[src/rtl/seg7_scan_ctrl.sv]
// seg7_scan_ctrl: multiplexed NDIGITS-digit 7-segment driver.
// Holds one {sym, dp, blink} register per digit, scans the digits one slot
// at a time, decodes 6-bit symbol codes to segments and applies blink.
module seg7_scan_ctrl #(
    parameter int NDIGITS      = 4,
    parameter int SCAN_DIV     = 50000,
    parameter int BLINK_FRAMES = 100,
    parameter int AW           = $clog2(NDIGITS)
) (
    input  logic               clk_2,
    input  logic               reset_n,
    input  logic               en,
    input  logic               wr_en,
    input  logic [AW-1:0]      wr_addr,
    input  logic [5:0]         wr_sym,
    input  logic               wr_dp,
    input  logic               wr_blink,
    output logic [7:0]         SEG,
    output logic [NDIGITS-1:0] AN,
    output logic               frame_done
);
    localparam int DW = $clog2(SCAN_DIV);
    localparam int FW = (BLINK_FRAMES > 1) ? $clog2(BLINK_FRAMES) : 1;
    localparam logic [DW-1:0] DIV_LAST = DW'(SCAN_DIV - 1);
    localparam logic [AW-1:0] IDX_LAST = AW'(NDIGITS - 1);
    localparam logic [FW-1:0] FRM_LAST = FW'(BLINK_FRAMES - 1);

    // Symbol code -> segments {g,f,e,d,c,b,a}; codes 42..63 are blank
    function automatic logic [6:0] decode(input logic [5:0] s);
        logic [6:0] r;
        case (s)
            6'd0:  r = 7'h3f;  6'd1:  r = 7'h06;  6'd2:  r = 7'h5b;  6'd3:  r = 7'h4f;
            6'd4:  r = 7'h66;  6'd5:  r = 7'h6d;  6'd6:  r = 7'h7d;  6'd7:  r = 7'h07;
            6'd8:  r = 7'h7f;  6'd9:  r = 7'h6f;  6'd10: r = 7'h77;  6'd11: r = 7'h7c;
            6'd12: r = 7'h39;  6'd13: r = 7'h5e;  6'd14: r = 7'h79;  6'd15: r = 7'h71;
            6'd16: r = 7'h77;  6'd17: r = 7'h7c;  6'd18: r = 7'h39;  6'd19: r = 7'h58;
            6'd20: r = 7'h5e;  6'd21: r = 7'h79;  6'd22: r = 7'h71;  6'd23: r = 7'h6f;
            6'd24: r = 7'h76;  6'd25: r = 7'h74;  6'd26: r = 7'h10;  6'd27: r = 7'h06;
            6'd28: r = 7'h1e;  6'd29: r = 7'h38;  6'd30: r = 7'h54;  6'd31: r = 7'h3f;
            6'd32: r = 7'h5c;  6'd33: r = 7'h73;  6'd34: r = 7'h67;  6'd35: r = 7'h50;
            6'd36: r = 7'h6d;  6'd37: r = 7'h78;  6'd38: r = 7'h3e;  6'd39: r = 7'h1c;
            6'd40: r = 7'h6e;  6'd41: r = 7'h63;
            default: r = 7'h00;
        endcase
        return r;
    endfunction

    logic [NDIGITS-1:0][5:0] sym_q, sym_d;
    logic [NDIGITS-1:0]      dp_q, dp_d;
    logic [NDIGITS-1:0]      blink_q, blink_d;
    logic [DW-1:0]           div_q, div_d;
    logic [AW-1:0]           idx_q, idx_d;
    logic [FW-1:0]           frm_q, frm_d;
    logic                    ph_q, ph_d;
    logic [7:0]              seg_q, seg_d;
    logic [NDIGITS-1:0]      an_q, an_d;
    logic                    fd_q, fd_d;
    logic                    wrap;

    // Digit register write port; out-of-range addresses are dropped
    always_comb begin
        sym_d   = sym_q;
        dp_d    = dp_q;
        blink_d = blink_q;
        if (wr_en && (int'(wr_addr) < NDIGITS)) begin
            sym_d[wr_addr]   = wr_sym;
            dp_d[wr_addr]    = wr_dp;
            blink_d[wr_addr] = wr_blink;
        end
    end

    // Slot divider, digit index, frame counter and blink phase; all hold when en=0
    always_comb begin
        div_d = div_q;
        idx_d = idx_q;
        frm_d = frm_q;
        ph_d  = ph_q;
        wrap  = 1'b0;
        if (en) begin
            if (div_q == DIV_LAST) begin
                div_d = '0;
                if (idx_q == IDX_LAST) begin
                    idx_d = '0;
                    wrap  = 1'b1;
                    if (frm_q == FRM_LAST) begin
                        frm_d = '0;
                        ph_d  = ~ph_q;
                    end else begin
                        frm_d = frm_q + 1'b1;
                    end
                end else begin
                    idx_d = idx_q + 1'b1;
                end
            end else begin
                div_d = div_q + 1'b1;
            end
        end
    end

    // Next output word: selected digit is driven from current idx and digit regs,
    // so a write or advance at one edge shows at the following edge
    always_comb begin
        an_d  = '0;
        seg_d = '0;
        fd_d  = 1'b0;
        if (en) begin
            an_d[idx_q] = 1'b1;
            if (!(blink_q[idx_q] && ph_q))
                seg_d = {dp_q[idx_q], decode(sym_q[idx_q])};
            fd_d = wrap;
        end
    end

    // State and output registers with synchronous active-low reset
    always_ff @(posedge clk_2) begin
        if (!reset_n) begin
            sym_q   <= {NDIGITS{6'd63}};
            dp_q    <= '0;
            blink_q <= '0;
            div_q   <= '0;
            idx_q   <= '0;
            frm_q   <= '0;
            ph_q    <= 1'b0;
            seg_q   <= '0;
            an_q    <= '0;
            fd_q    <= 1'b0;
        end else begin
            sym_q   <= sym_d;
            dp_q    <= dp_d;
            blink_q <= blink_d;
            div_q   <= div_d;
            idx_q   <= idx_d;
            frm_q   <= frm_d;
            ph_q    <= ph_d;
            seg_q   <= seg_d;
            an_q    <= an_d;
            fd_q    <= fd_d;
        end
    end

    assign SEG        = seg_q;
    assign AN         = an_q;
    assign frame_done = fd_q;

endmodule

[config.mk]
export PLATFORM = sky130hd
export DESIGN_NAME = seg7_scan_ctrl
export DESIGN_NICKNAME = d
export VERILOG_FILES = /design/src/rtl/seg7_scan_ctrl.sv
export SDC_FILE = /design/constraint.sdc
export NUM_CORES = 1
export LEC_CHECK = 0
export CORE_MARGIN = 4
export CORE_UTILIZATION = 32
export DETAILED_ROUTE_END_ITERATION = 10
export PLACE_DENSITY = 0.51
export SLEW_MARGIN = 20
export SYNTH_ARGS = -nofsm -noshare
export SYNTH_HDL_FRONTEND = slang
export SYNTH_SLANG_ARGS = --single-unit
[constraint.sdc]
create_clock -name clk_2 -period 4.8 [get_ports clk_2]
set_input_delay 0.96 -clock clk_2 [delete_from_list [all_inputs] [get_ports clk_2]]
set_output_delay 0.96 -clock clk_2 [all_outputs]
set_load 0.01 [all_outputs]
==> impl_metrics.toml, run 1 <==
[setup_path]
critPathKind = "input port to flop"
slowest_delay_ps = 710
crit_family = "simple AND/OR/NAND/NOR gates"
crit_chain = "clkdlybuf4s50_1 -> nand4_1 -> nor4_4 -> nand3_2 -> or4_1 -> a21boi_1"
critPathCaptureType = "flop"
slowest_stage = "clkdlybuf4s50_1"
crit_path_max_fanout = 12
start_kind = "input port"
cp_data_arrival_time_ps = 3420
crit_buf_inv = 1
required_ps = 5070

[run_status]
outcome = "completed"

[floorplanning]
dieWidth_um = 115
fp.dieH_um = 115
die_area_um2 = 13200
start_util_pct = 33.2
fp-row-count = 38
ioPinCount = 27
core_region_area_um2 = 11000

[cts]
cts_max_path_buffers = 2
tritoncts = "built"
clkTransAtPathRegs_ps = 60
ctsHoldBuffers = 0
post_cts_buffers = 0
cts_sinks = 71
htree_levels = 3
cts_root_buf = "clkbuf_16"
cts_buffers = 9
clk_latency_ps = 330
ctsResizeCount = 0

[power]
finalPower_w = 0.00134
power_density_nw_per_um2 = 312
p_leak_nw = 1.67
ir_worst_vdd_mv = 0.157

[grt]
overflow = 0
grt_first_pass_wirelength_um = 14200
antenna_found_initial = 0
track_usage_pct = 13.3
grt_start_max_net_pins = 50
grt_pass1_vias = 2901

[finish]
design_area_um2 = 4310
final_nets = 479
diodes = 0
layout_commonest_cell = "nand2_1"
drive_above_1_share_pct = 8.99
fillers = 1150
layout_common_cells = "nand2_1, dfxtp_1, nand3_1"
synthToLayoutAreaGrowth_pct = 17.6

[route]
vias_per_cell = 5.12
drt-pass1-iter-count = 4
route.detailed.drc = 0
vias = 3050
first_iter_violations = 117
drt-wirelength-per-cell_um = 14.1
ant_nets = 0
drt_wl_total_um = 8420

[sta]
min_period_ps = 3150
worst_pin_slew_ps = 620
hold_viol_final = 0
fin_hold_ws_ps = 460
finClkSkew_ps = 6.03
slew_violations = 0
setup_viol = 0
rsz0062_at_grt = "false"
final.setup.tns_ps = 0
max_freq_ghz = 0.317
period_share_pct = 65.7
slew_headroom_pct = 58.5

[yosys]
ys.flop_type = "dfxtp_1"
yosysUniqueCellTypes = 57
syn_area_um2 = 3660
yosys_warnings = 0
syn_nets = 461
syn-instance-count = 434
ys_ff_latch = 71
synth.yosys.seq_area_share_pct = 38.8
synth-edff-count = 0
synth.avg_cell_area_um2 = 8.44
async_reset_ff_share_pct = 0

[placement]
dp_hpwl_um = 5780
placed_cell_area_um2 = 4040
gp_congestion = 0.798
port-buffer-count = 26

[flow_run]
maxCapViolations = 0

[min_path]
hold_class = "flop to flop"
## flip-flops by register name (all words and copies together), names as in the netlist
signal and cells:
frame_done 1, div_q 16, blink_q 4, dp_q 4, idx_q 2, sym_q 24
AN 4, frm_q 7, SEG 8, ph_q 1
## Yosys cell counts, types with 5 or more instances
| cell type | n | area share (%) |
|---|---|---|
| nand2_1 | 91 | 9.3 |
| nor2_1 | 27 | 2.8 |
| clkbuf_1 | 19 | 1.9 |
| inv_1 | 10 | 1.0 |
| a21oi_1 | 14 | 1.9 |
| xnor2_1 | 10 | 2.4 |
| nand4_1 | 5 | 0.85 |
| nand3_1 | 33 | 4.5 |
| dfxtp_1 | 71 | 39 |
| and3_1 | 11 | 1.9 |
| or2_2 | 5 | 0.85 |
| mux2i_1 | 9 | 2.5 |
| a21boi_0 | 13 | 2.7 |
| nor3_1 | 8 | 1.1 |
| and2_1 | 5 | 0.85 |
| mux4_2 | 8 | 4.9 |
| o21ai_0 | 8 | 1.1 |
| ha_1 | 13 | 4.4 |
| nor2b_1 | 5 | 0.85 |
| xor2_1 | 9 | 2.2 |
## worst paths after layout
path	startpoint	end	slack [ps]	cells after the start
max	en	frm_q[6]	1650	6
min	dp_q[0]	dp_q[0]	460	2
max reg2reg	idx_q[0]	SEG[5]	1960	8
min reg2reg	dp_q[0]	dp_q[0]	460	2
## cell type report
class	instances	area (um2)	share of cell area [%]
Multi-Input combinational cell	330	2120	49.1
Tap cell	140	175	4.07
Clock inverter	3	20.0	0.465
Timing Repair Buffer	30	290	6.74
Clock buffer	12	246	5.72
Inverter	10	37.5	0.872
Sequential cell	71	1420	33.0
## tightest hold or removal path, delay by kind of cell (launching register included)
kind | cells | cell delay [ps]
and+or+nand+nor | 1 | 40
DFF | 1 | 310
AOI/OAI and AO/OA | 1 | 60
## logic make-up after synthesis
kind of cell               Yosys count  synth area share [%]
AOI/OAI and AO/OA                   63                  11.7
xor gates and xnor gates            19                  4.54
adders and majority gates           13                  4.44
buffers and inverters               33                  3.45
DFF                                 71                  38.8
muxes                               20                  8.30
and+or+nand+nor                    215                  28.8
## stage by stage
step | setup slack (ps) | utilization, % | instances
after floorplan | 2260 | - | 434
after global placement | 1390 | 36.6 | 581
after detailed placement | 1290 | 36.6 | 581
after CTS | 1630 | 39.0 | 596
after global routing | 1460 | 39.0 | 596
final | 1650 | 39.0 | 596
## power breakdown
part	total, W	switching, W	internal (W)
clock	0.000606	0.000246	0.000360
combinational	0.000121	0.0000681	0.0000527
sequential	0.000616	0.00000998	0.000606
total	0.00134	0.000324	0.00102
## metal layers
| layer | share of wire, % | track usage, % | vias up |
|---|---|---|---|
| met5 | 0 | 0 | - |
| met4 | 1.5 | 4.46 | 0 |
| met3 | 3.5 | 3.16 | 15 |
| met2 | 46 | 20.5 | 48 |
| met1 | 49 | 18.3 | 1437 |
| li1 | - | - | 1550 |
Note: power is estimated with default switching activity, not from simulation.
==> inputs of run 2 (changes only) <==
- PLACE_DENSITY: 0.51 -> 0.53
- clock period: 4.8 -> 2.6 ns (I/O delays scaled with it)
==> run 2 against run 1 <==
- register-to-register slack got worse by 1800 ps
- clock power rose by 120%
- non-clock buffer count increased by 10
- total power grew 100%
- combinational power up 91%
- critical path depth grew 2
- global-route usage increased by 0.20 points
==> impl_metrics.toml, run 2 (synthesis results as in run 1) <==
[route]
drt_wl_total_um = 8600
vias = 3050
drt-wirelength-per-cell_um = 14.2
vias_per_cell = 5.02
drt-pass1-iter-count = 4
first_iter_violations = 154
ant_nets = 0
route.detailed.drc = 0

[floorplanning]
die_area_um2 = 13200
core_region_area_um2 = 11000
fp-row-count = 38
dieWidth_um = 115
ioPinCount = 27
start_util_pct = 33.2
fp.dieH_um = 115

[power]
ir_worst_vdd_mv = 0.374
swShare_pct = 22.5
power_density_nw_per_um2 = 605
p_switching_w = 0.000606
p_leak_nw = 1.76
p_seq_share_pct = 42.3
p_clk_share_pct = 49.1
cellInternalPower_w = 0.00209
pwr-share-comb_pct = 8.6

[sta]
final.setup.tns_ps = 0
slew_violations = 0
slew_headroom_pct = 60.4
setup_viol = 0
rsz0062_at_grt = "false"
hold_viol_final = 0
worst_pin_slew_ps = 592
finClkSkew_ps = 3.15
period_share_pct = 92.1
min_period_ps = 2390
max_freq_ghz = 0.418

[cts]
ctsHoldBuffers = 0
clk_latency_ps = 330
cts_root_buf = "clkbuf_16"
ctsResizeCount = 0
cts_buffers = 9
tritoncts = "built"
clkTransAtPathRegs_ps = 60
post_cts_buffers = 0
cts_sinks = 71
htree_levels = 3
cts_max_path_buffers = 2

[flow_run]
maxCapViolations = 0

[grt]
antenna_found_initial = 0
grt_start_max_net_pins = 49
grt_pass1_vias = 2929
overflow = 0
track_usage_pct = 13.5
grt_first_pass_wirelength_um = 14500

[setup_path]
slowest_delay_ps = 590
slowest_stage = "mux4_2"
start_kind = "flop"
cp_data_arrival_time_ps = 2650
crit_path_max_fanout = 9
critPathKind = "flop to flop"
critPathCaptureType = "flop"
r2r_cells = 8
crit_chain = "buf_12 -> mux4_2 -> inv_1 -> ha_1 -> nor2b_1 -> nor3_1 -> o31a_1 -> o22ai_1"
worstSetupPathDepth = 8
crit_buf_inv = 2
regToRegSetupSlack_ps = 210
crit_family = "multiplexers"
required_ps = 2850

[min_path]
hold_class = "flop to flop"
holdPathStages = 2

[finish]
fillers = 1122
synthToLayoutAreaGrowth_pct = 21.5
drive_above_1_share_pct = 11.3
final_nets = 489
largest_reg_flops = 24
layout_common_cells = "nand2_1, dfxtp_1, nand3_1"
top_register = "sym_q"
diodes = 0
utilization_pct = 40.4
layout_commonest_cell = "nand2_1"

[placement]
gp_congestion = 0.831
port-buffer-count = 26
dp_hpwl_um = 6140

[run_status]
outcome = "completed"
[run 2: cell count changes in the layout (fill, tap and decap cells not counted), sizes merged]
| cell | change |
|---|---|
| bufinv | +2 |
| clkinvlp | -1 |
| buf | +10 |
| clkbuf | -1 |
| clkinv | +1 |
[run 2: metal layers]
| layer | track usage (%) | up-vias | routed length [um] |
|---|---|---|---|
| met5 | 0 | - | 0 |
| met2 | 20.4 | 75 | 3850 |
| met1 | 18.8 | 1392 | 4120 |
| met3 | 3.53 | 11 | 502 |
| met4 | 4.38 | 0 | 125 |
| li1 | - | 1572 | - |
[run 2: path summary, 6_finish.rpt]
kind            start       to
max          idx_q[0]   SEG[2]
min           dp_q[1]  dp_q[1]
max reg2reg  idx_q[0]   SEG[2]
min reg2reg   dp_q[1]  dp_q[1]
[run 2: power groups by stage]
stage / Sequential (W) / Clock (W) / Combinational (W)
floorplan: 0.00116 / 0 / 0.000153
global placement: 0.00116 / 0 / 0.000228
detailed placement: 0.00116 / 0 / 0.000230
CTS: 0.00114 / 0.00136 / 0.000231
global route: 0.00114 / 0.00141 / 0.000258
finish: 0.00114 / 0.00132 / 0.000231
[run 2: area by class of cell]
type / instances / area [um2] / share of cell area (%)
clock buffer: 11 / 243 / 5.45
clock inverter: 5 / 81.3 / 1.83
inverter: 10 / 37.5 / 0.843
multi-input combinational: 330 / 2120 / 47.5
sequential: 71 / 1420 / 31.9
tap: 140 / 175 / 3.93
timing repair buffer: 40 / 378 / 8.49
[run 2: stage by stage]
stage	total power, W	cell area [um2]	setup WS, ps	hold slack [ps]	instances
after detailed placement	0.00139	4130	145	457	591
after global routing	0.00281	4450	52.7	485	607
final	0.00269	4450	206	461	607
after global placement	0.00139	4130	204	454	591
after CTS	0.00273	4450	210	465	607
after floorplan	0.00131	3660	57.7	435	434
[run 2: worst register-to-register path: stages, from the launching register on]
cell and delay (ps):
dfxtp_1 430, buf_12 170, mux4_2 590, inv_1 180
ha_1 340, nor2b_1 140, nor3_1 50, o31a_1 290
o22ai_1 140
